==> src/rtl/vga_px_arbiter.sv <==
`default_nettype none
// vga_px_arbiter: shares the VGA pixel-buffer Avalon-MM write master between the
// game pixel writer (s0) and the background fill engine (s1), one latched word per grant.
// Revision: 1.0
module vga_px_arbiter #(
  parameter int FIXED_PRIO = 0,
  parameter int MAX_WAIT   = 15
) (
  input  logic        clk,
  input  logic        reset_n,
  input  logic [31:0] s0_address,
  input  logic [15:0] s0_writedata,
  input  logic        s0_write,
  output logic        s0_waitrequest,
  input  logic [31:0] s1_address,
  input  logic [15:0] s1_writedata,
  input  logic        s1_write,
  output logic        s1_waitrequest,
  output logic [31:0] vga_px_address,
  output logic [15:0] vga_px_writedata,
  output logic        vga_px_write,
  input  logic        vga_px_waitrequest,
  output logic [1:0]  grant_export,
  output logic        busy
);

  // State codes double as the one-hot grant vector.
  localparam logic [1:0] ST_IDLE   = 2'b00;
  localparam logic [1:0] ST_GRANT0 = 2'b01;
  localparam logic [1:0] ST_GRANT1 = 2'b10;
  localparam logic [7:0] c_max_wait = 8'(MAX_WAIT);

  logic [1:0]  r_state;
  logic [31:0] r_addr;
  logic [15:0] r_data;
  logic        r_write;
  logic        r_last_grant;
  logic [7:0]  r_wait_cnt;
  logic        w_gnt0;
  logic        w_gnt1;

  always_comb begin
    w_gnt0 = 1'b0;
    w_gnt1 = 1'b0;
    if (r_state == ST_IDLE) begin
      if (s0_write && s1_write) begin
        if (FIXED_PRIO == 0) begin
          w_gnt0 = r_last_grant;
          w_gnt1 = !r_last_grant;
        end else if (r_wait_cnt >= c_max_wait) begin
          w_gnt1 = 1'b1;
        end else begin
          w_gnt0 = 1'b1;
        end
      end else begin
        w_gnt0 = s0_write;
        w_gnt1 = s1_write;
      end
    end
  end

  always_ff @(posedge clk or negedge reset_n) begin
    if (!reset_n) begin
      r_state      <= ST_IDLE;
      r_addr       <= '0;
      r_data       <= '0;
      r_write      <= 1'b0;
      r_last_grant <= 1'b1;
      r_wait_cnt   <= '0;
    end else begin
      case (r_state)
        ST_IDLE: begin
          if (w_gnt0 || w_gnt1) begin
            r_addr       <= w_gnt1 ? s1_address : s0_address;
            r_data       <= w_gnt1 ? s1_writedata : s0_writedata;
            r_write      <= 1'b1;
            r_last_grant <= w_gnt1;
            r_state      <= w_gnt1 ? ST_GRANT1 : ST_GRANT0;
          end
        end
        ST_GRANT0, ST_GRANT1: begin
          if (r_write && !vga_px_waitrequest) begin
            r_write <= 1'b0;
            r_state <= ST_IDLE;
          end
        end
        default: begin
          r_write <= 1'b0;
          r_state <= ST_IDLE;
        end
      endcase

      // Counts how often s1 was passed over while it was asking.
      if (w_gnt1) begin
        r_wait_cnt <= '0;
      end else if (w_gnt0 && s1_write && (r_wait_cnt != 8'hFF)) begin
        r_wait_cnt <= r_wait_cnt + 8'd1;
      end
    end
  end

  // The ack is gated by the requester's own write so an abandoned request never sees it.
  assign s0_waitrequest   = !(reset_n && (r_state == ST_GRANT0) && !vga_px_waitrequest && s0_write);
  assign s1_waitrequest   = !(reset_n && (r_state == ST_GRANT1) && !vga_px_waitrequest && s1_write);
  assign vga_px_address   = r_addr;
  assign vga_px_writedata = r_data;
  assign vga_px_write     = r_write;
  assign grant_export     = r_state;
  assign busy             = (r_state != ST_IDLE);

endmodule
`default_nettype wire

==> config.mk <==
export PLATFORM = sky130hd
export DESIGN_NAME = vga_px_arbiter
export DESIGN_NICKNAME = d
export VERILOG_FILES = /design/src/rtl/vga_px_arbiter.sv
export SDC_FILE = /design/constraint.sdc
export NUM_CORES = 1
export LEC_CHECK = 0
export ABC_AREA = 1
export CAP_MARGIN = 20
export CELL_PAD_IN_SITES_DETAIL_PLACEMENT = 1
export CELL_PAD_IN_SITES_GLOBAL_PLACEMENT = 1
export CORE_MARGIN = 5
export CORE_UTILIZATION = 29
export DETAILED_ROUTE_END_ITERATION = 12
export PLACE_DENSITY_LB_ADDON = 0.1
export SLEW_MARGIN = 25
export SYNTH_ARGS = -nofsm -noshare
export SYNTH_HDL_FRONTEND = slang
export SYNTH_SLANG_ARGS = --single-unit
export TNS_END_PERCENT = 10
==> constraint.sdc <==
create_clock -name clk -period 2.1 [get_ports clk]
set_input_delay 0.42 -clock clk [delete_from_list [all_inputs] [get_ports clk]]
set_output_delay 0.42 -clock clk [all_outputs]
set_load 0.05 [all_outputs]
=== After elaboration in Yosys (flattened, before gate mapping) ===
Index checks and enable logic that the tools add are counted.

* Register bits after elaboration: 52
* Input bits: 101
* Output and inout port bits: 54
* Logic and storage cells: 40

* Equality and inequality tests: 4
* Muxes and demuxes: 13
* Reductions and logical operators: 18

{| class="wikitable"
|+ Operator list
! cell !! count
|-
| 32-bit two-way mux || 1
|-
| 16-bit two-way mux || 1
|-
| 1-bit logical AND || 8
|-
| 1-bit two-way mux || 6
|-
| 2-bit two-way mux || 3
|-
| 1-bit zero test || 4
|-
| 2-bit case mux with 2 select lines || 1
|-
| 2-bit AND reduction || 2
|-
| 2-bit by 1-bit == test with 1-bit output, second input constant || 1
|-
| 2-bit == test, second input constant || 1
|-
| 2-bit zero test || 1
|-
| 2-bit by 1-bit inequality test with 1-bit output, second input constant || 1
|-
| 2-bit inequality test, second input constant || 1
|-
| 1-bit case mux with 2 select lines || 1
|-
| 2-bit nonzero test || 1
|-
| 2-bit OR reduction || 1
|-
| 1-bit logical OR || 1
|}

=== Longest topological paths before layout ===
Gate-level depths: netlist (run 1).

* Depth in word-level cells: 6
* Mapped depth: 9
* Gate-level depth less buffers: 7

=== Least setup slack after synthesis (run 1) ===
No wires, ideal clock.

* Kind: reg2reg
* Start: register r_state[0] (netlist: grant_export[0])
* End: register r_addr[0] (netlist: vga_px_address[0])
* Data arrival time: 1957 ps
* Required time: 2034 ps
* Path slack: 77 ps
* Cell stages (with the launch flop): 10
* Path buffers: 2
* Period minus slack after synthesis: 2023 ps
* Path through: dfrtp_1 inv_1 ha_1 inv_1 a21oi_4 inv_2 buf_2 buf_6 nand2_1 nand2_1

* Longest elaborated chain between the ends: 4
* Elaborated cells on any way between the ends: 6
* Those cells by class: mux (3); reduce/logical (3)

{| class="wikitable"
|+ RTL lines
! item !! RTL line !! source
|-
| start: declaration || 33 || <nowiki>logic [1:0] r_state;</nowiki>
|-
| start signal: assignment || 78 || <nowiki>r_state <= w_gnt1 ? ST_GRANT1 : ST_GRANT0;</nowiki>
|-
| 2-bit zero test * || 45, 71 ||
|-
| 1-bit two-way mux || 45 || <nowiki>if (r_state == ST_IDLE) begin</nowiki>
|-
| 1-bit logical OR || 73 || <nowiki>if (w_gnt0 || w_gnt1) begin</nowiki>
|-
| 2-bit AND reduction (no source line) || -- ||
|-
| end signal: assignment || 74 || <nowiki>r_addr <= w_gnt1 ? s1_address : s0_address;</nowiki>
|-
| end: declaration || 34 || <nowiki>logic [31:0] r_addr;</nowiki>
|}

Every way passes the cells marked *; elsewhere a longest branch is shown, timed or not.
A chain may end at the register's enable or synchronous reset.

=== Final worst setup path (run 1) ===
* Start: register r_state[1] (netlist: grant_export[1])
* End: output grant_export[1]

{| class="wikitable"
|+ RTL lines
! item !! RTL line !! source
|-
| end: declaration || 23 || <nowiki>output logic [1:0] grant_export,</nowiki>
|}

No word-level cell between the ends.

==> results.yml, run 1 <==
sta:
  slew_violations: 0
  finClkSkew_ns: 0.004974
  final_min_period_over_clock_period_pct: 94.54
  tightest_slew_ns: 0.6831
  rsz0062_at_grt: "false"
  maxSlewHeadroom_pct: 54.46
  final_hold_viol_count: 0
  layout_min_cycle_time_ns: 1.985
  finalSetupTns_ns: 0
  setup_violations: 0
  fmax_mhz: 503.7
worst_setup_path:
  critPathMaxStageDelay_ns: 0.85
  critPathSlowestCell: "clkdlybuf4s50_1"
  crit_chain: "clkdlybuf4s50_1"
  path_delay_family: "buffers and inverters"
  crit_start: "grant_export[1]"
  endpoint_kind: "output pin"
  r2r_start: "grant_export[0]"
  required_ns: 1.68
  crit_fanout: 4
  crit_arrival_ns: 1.57
  crit_buf_inv: 1
  crit_type: "register to output pin"
  start_kind: "register"
yosys:
  yosysUniqueCellTypes: 16
  synth_top_family_by_area: "simple AND/OR/NAND/NOR gates"
  synth_area_leaders: "dfrtp_1 (44%), nand2_1 (20%), nand3b_1 (12%)"
  yosys.area_share.simple_pct: 41.57
  synth_fa_ha_area_share_pct: 1.290
  syn_area_per_cell_um2: 7.368
  synthTopCellsByCount: "nand2_1 (155), inv_1 (53), dfrtp_1 (51), nand3_1 (51), nand3b_1 (48)"
  synth_top_area_cell: "dfrtp_1"
  yosysWarnings: 0
  yosysMostFrequentCell: "nand2_1"
  syn_inst: 395
  syn-num-nets: 499
  ys_ff_latch: 52
  synth_flop_cell: "dfrtp_1"
  netlist.area_leader.share_pct: 43.85
  synth_compound_area_share_pct: 0.9028
  synth-edff-count: 0
  synth-async-reset-ratio_pct: 100.0
  synthMuxAreaShare_pct: 0
  seq_area_frac_synth_pct: 44.75
  synthesis.area_um2: 2910
  synth_xor_area_share_pct: 0
pwr:
  power_density_nw_per_um2: 1477
  leakagePower_nw: 2.347
  peakVddDrop_mv: 0.5939
layout:
  fin_area_um2: 4683
  final_nets: 646
  drive_gt1_share_pct: 5.525
  n_antenna_cell: 0
  syn_to_final_growth_pct: 60.92
die:
  die_height_um: 110.2
  dieArea_um2: 12140
  core_area_um2: 9774
  rows: 36
  die_w_um: 110.2
  num_io_pins: 155
  start_util_pct: 29.77
global_route:
  grt_pass1_wl_um: 16080
  track_usage_pct: 16.96
  grt.overflow.total: 0
  grt_max_degree: 51
  grt_pass1_vias: 3260
  antenna_found_initial: 0
route:
  dr.pass1.iters: 4
  wl_per_cell_um: 15.40
  drt_wl_total_um: 10410
  via_per_inst: 4.571
  vias: 3090
  antenna_left: 0
  drt_iter0_drc: 114
  drc: 0
min_path:
  hold_start: "r_last_grant"
  worst_hold_path_type: "register to register"
clocking:
  htree_levels: 2
  cts_tree: "built"
  clock_latency_ns: 0.31
  clkSinkCount: 52
  clkTransAtPathRegs_ns: 0.09
  root_buffer: "clkbuf_8"
  numCtsBuffers: 5
  post_cts_buffers: 0
  ctsLongestPathBuffers: 2
outcome:
  outcome: "complete, no violations"
placement:
  io_buffer_count: 154
  dp_hpwl_um: 7715
  gp_congestion: 0.7693
  placed_cell_area_um2: 4583
run:
  maxCapViolations: 0
per-stage QoR:
step	hold WS (ns)	instances	total power (W)	setup slack (ns)	util [%]
floorplan	0.1244	395	0.004683	0.07741	-
global placement	0.2354	667	0.006320	0.3225	46.89
detailed placement	0.2367	667	0.006394	0.2790	46.89
CTS	0.4842	676	0.007031	0.09263	47.91
global route	0.4875	676	0.007366	0.04542	47.91
finish	0.4793	676	0.006917	0.1146	47.91
metal layers:
metal / up-vias / routed length (um) / global-route usage [%]
met2: 98 / 5144 / 30.16
met3: 9 / 789 / 5.009
li1: 1508 / - / -
met1: 1475 / 4378 / 20.31
met5: - / 0 / 0
met4: 0 / 99 / 3.430
flip-flops by register name, indices dropped and copies added, names as in the netlist:
register,flops
vga_px_write,1
grant_export,2
vga_px_address,32
r_last_grant,1
vga_px_writedata,16
worst paths after layout:
path                            slack [ns]             endpoint  cells after the start
worst max-delay path                  0.11      grant_export[1]                      1
worst min-delay path                  0.48         r_last_grant                      2
worst max register to register        0.50   vga_px_address[31]                      7
worst min register to register        0.48         r_last_grant                      2
max in group asynchronous             0.74  vga_px_writedata[8]                      3
min in group asynchronous             0.50      grant_export[0]                      2
what timing repair did:
action | in CTS | in global routing
hold endpoints to repair | 2 | 0
hold buffers | 1 | 0
endpoints found under the setup margin | 0 | 0
resized for setup | 0 | 0
worst min-delay path, stage by stage (launching register included):
cell,delay (ns)
dfstp_2,0.38
nand2_1,0.06
nand2_1,0.05
power by group:
| group | total [W] | leakage [nW] | switching (W) | internal [W] |
|---|---|---|---|---|
| registers | 0.00178 | 0.636 | 0.000282 | 0.00150 |
| clock network | 0.000603 | 0.0455 | 0.000333 | 0.000270 |
| logic | 0.00453 | 1.67 | 0.00304 | 0.00149 |
| total | 0.00692 | 2.35 | 0.00366 | 0.00326 |
layout make-up:
class                   instances  area (um2)
fillers                      1213        5091
well taps                     133       166.4
flip-flops and latches         52        1303
inverters                      55       206.4
repair buffers                166        1637
multi-input cells             262        1281
clock buffers                   8       90.09
cell usage in the layout (no fill, tap or decap), drive strengths merged, types with 2 or more instances in the layout:
cell / n
o21ai: 2
dfrtp: 51
nand2: 155
nand4: 2
nand3: 51
ha: 3
nand3b: 48
inv: 55
buf: 18
clkbuf: 8
clkdlybuf4s50: 147
cell families after synthesis:
kind of cell | Yosys count
compound gates | 3
fa+ha+maj | 3
buf+inv | 81
flops | 52
simple gates | 256
(Power assumes the default switching activity.)
==> inputs of run 2 (changes only) <==
--- a/config.mk
+++ b/config.mk
@@ -9,10 +9,9 @@
 export CAP_MARGIN = 20
 export CELL_PAD_IN_SITES_DETAIL_PLACEMENT = 1
 export CELL_PAD_IN_SITES_GLOBAL_PLACEMENT = 1
-export CORE_MARGIN = 5
 export CORE_UTILIZATION = 29
 export DETAILED_ROUTE_END_ITERATION = 12
-export PLACE_DENSITY_LB_ADDON = 0.1
+export PLACE_DENSITY = 0.95
 export SLEW_MARGIN = 25
 export SYNTH_ARGS = -nofsm -noshare
 export SYNTH_HDL_FRONTEND = slang
==> run 2 against run 1 <==
Compared with the run above:
- hold slack worse by 0.36 ns
- highest routed layer unchanged
- wire length is 4.8% lower
- worst setup slack better by 0.041 ns
- sequential share of layout area is 0.19 points higher
- critical path type unchanged
==> results.yml, run 2 (same netlist as run 1, synthesis figures left out) <==
placement:
  dp_hpwl_um: 7568
  dp_slack_ns: 0.03362
  dp_cells: 665
  io_buffer_count: 154
  gp_congestion: 0.7474
clocking:
  cts_tree: "built"
  clkSinkCount: 52
  root_buffer: "clkbuf_8"
  htree_levels: 2
  clkTransAtPathRegs_ns: 0.09
  ctsLongestPathBuffers: 2
  post_cts_buffers: 0
  numCtsBuffers: 5
  clock_latency_ns: 0.30
run:
  maxCapViolations: 0
global_route:
  antenna_found_initial: 0
  grt_max_degree: 50
  track_usage_pct: 19.89
  grt_pass1_wl_um: 16060
  grt.overflow.total: 0
  grt_pass1_vias: 3439
sta:
  final_min_period_over_clock_period_pct: 92.60
  maxSlewHeadroom_pct: 64.00
  finalSetupTns_ns: 0
  slew_violations: 0
  layout_min_cycle_time_ns: 1.945
  tightest_slew_ns: 0.5383
  finClkSkew_ns: 0.004321
  fmax_mhz: 514.2
  rsz0062_at_grt: "false"
  worst_slack_ns: 0.1554
  final_hold_viol_count: 0
  setup_violations: 0
route:
  drt_iter0_drc: 76
  vias: 3122
  via_per_inst: 4.639
  wl_per_cell_um: 14.72
  antenna_left: 0
  drt_wl_total_um: 9907
  dr.pass1.iters: 4
  drc: 0
worst_setup_path:
  reg2reg_to: "vga_px_address[27]"
  critPathMaxStageDelay_ns: 0.84
  ff2ff_path_depth: 7
  reg2reg_slack_ns: 0.32
  cp_num_cells: 1
  required_ns: 1.68
  r2r_start: "grant_export[0]"
  crit_buf_inv: 1
  crit_start: "vga_px_write"
  crit_end: "vga_px_write"
  crit_chain: "clkdlybuf4s50_1"
  crit_fanout: 3
  crit_arrival_ns: 1.52
  critPathSlowestCell: "clkdlybuf4s50_1"
  start_kind: "register"
  crit_type: "register to output pin"
  endpoint_kind: "output pin"
  path_delay_family: "buffers and inverters"
die:
  die_w_um: 102.2
  rows: 36
  die_height_um: 102.2
  num_io_pins: 155
  core_area_um2: 9729
  start_util_pct: 29.91
  dieArea_um2: 10440
layout:
  final_cell_mix: "nand2_1 (154), clkdlybuf4s50_1 (147), inv_1 (53)"
  layout_commonest_cell: "nand2_1"
  n_antenna_cell: 0
  syn_to_final_growth_pct: 59.85
  largest_reg_flops: 32
  drive_gt1_share_pct: 5.185
  final_nets: 643
  fillCellCount: 1223
  layout.cells.non_filler: 673
outcome:
  outcome: "complete, no violations"
pwr:
  leakagePower_nw: 2.330
  power_density_nw_per_um2: 1472
  peakVddDrop_mv: 0.7549
  total_power_w: 0.006846
min_path:
  worst_hold_path_type: "primary input to async pin"
-- run 2: cell type report --
cell class	count	area (um2)	share of cell area (%)
multi-input combinational	262	1281	27.54
inverter	55	209.0	4.492
sequential	52	1303	28.00
tap	133	166.4	3.577
clock buffer	8	90.09	1.937
timing repair buffer	163	1603	34.45
-- run 2: what timing repair did --
item | CTS | global route
setup endpoints to repair | 0 | 22
endpoints found under the hold margin | 0 | 0
resized for setup | 0 | 3
hold buffers | 0 | 0
-- run 2: routing by layer --
metal | vias to the layer above | part of all wire, % | global-route usage (%)
li1 | 1504 | - | -
met1 | 1506 | 40 | 21.66
met2 | 103 | 53 | 39.24
met3 | 9 | 5.9 | 4.309
met4 | 0 | 0.99 | 3.736
met5 | - | 0 | 0
-- run 2: worst reg2reg max path, cell delays in order, from the launching register on --
cell     delay [ns]
dfrtp_1        0.43
inv_1          0.11
ha_1           0.23
inv_1          0.15
a21oi_4        0.19
buf_6          0.37
nand3_1        0.16
nand2_1        0.09
-- run 2: how the worst min path moves through the flow --
stage	endpoint	start	cells past startpoint	slack, ns
2_1_floorplan	grant_export[0]	reset_n	0	0.12
4_1_cts	grant_export[0]	reset_n	2	0.11
3_5_place_dp	grant_export[1]	reset_n	2	0.45
6_report	grant_export[0]	reset_n	2	0.12
5_1_grt	grant_export[0]	reset_n	2	0.12
3_3_place_gp	grant_export[0]	reset_n	2	0.45
-- run 2: power by group --
part           switching, W  internal (W)
registers          0.000302       0.00150
logic               0.00302       0.00144
clock network      0.000308      0.000269
-- run 2: through the flow --
stage | utilization [%] | area, um2 | hold slack [ns]
2_1_floorplan | - | 2910 | 0.1244
3_3_place_gp | 46.82 | 4556 | 0.4524
3_5_place_dp | 46.82 | 4556 | 0.4482
4_1_cts | 47.75 | 4646 | 0.1107
5_1_grt | 47.81 | 4652 | 0.1235
6_report | 47.81 | 4652 | 0.1211
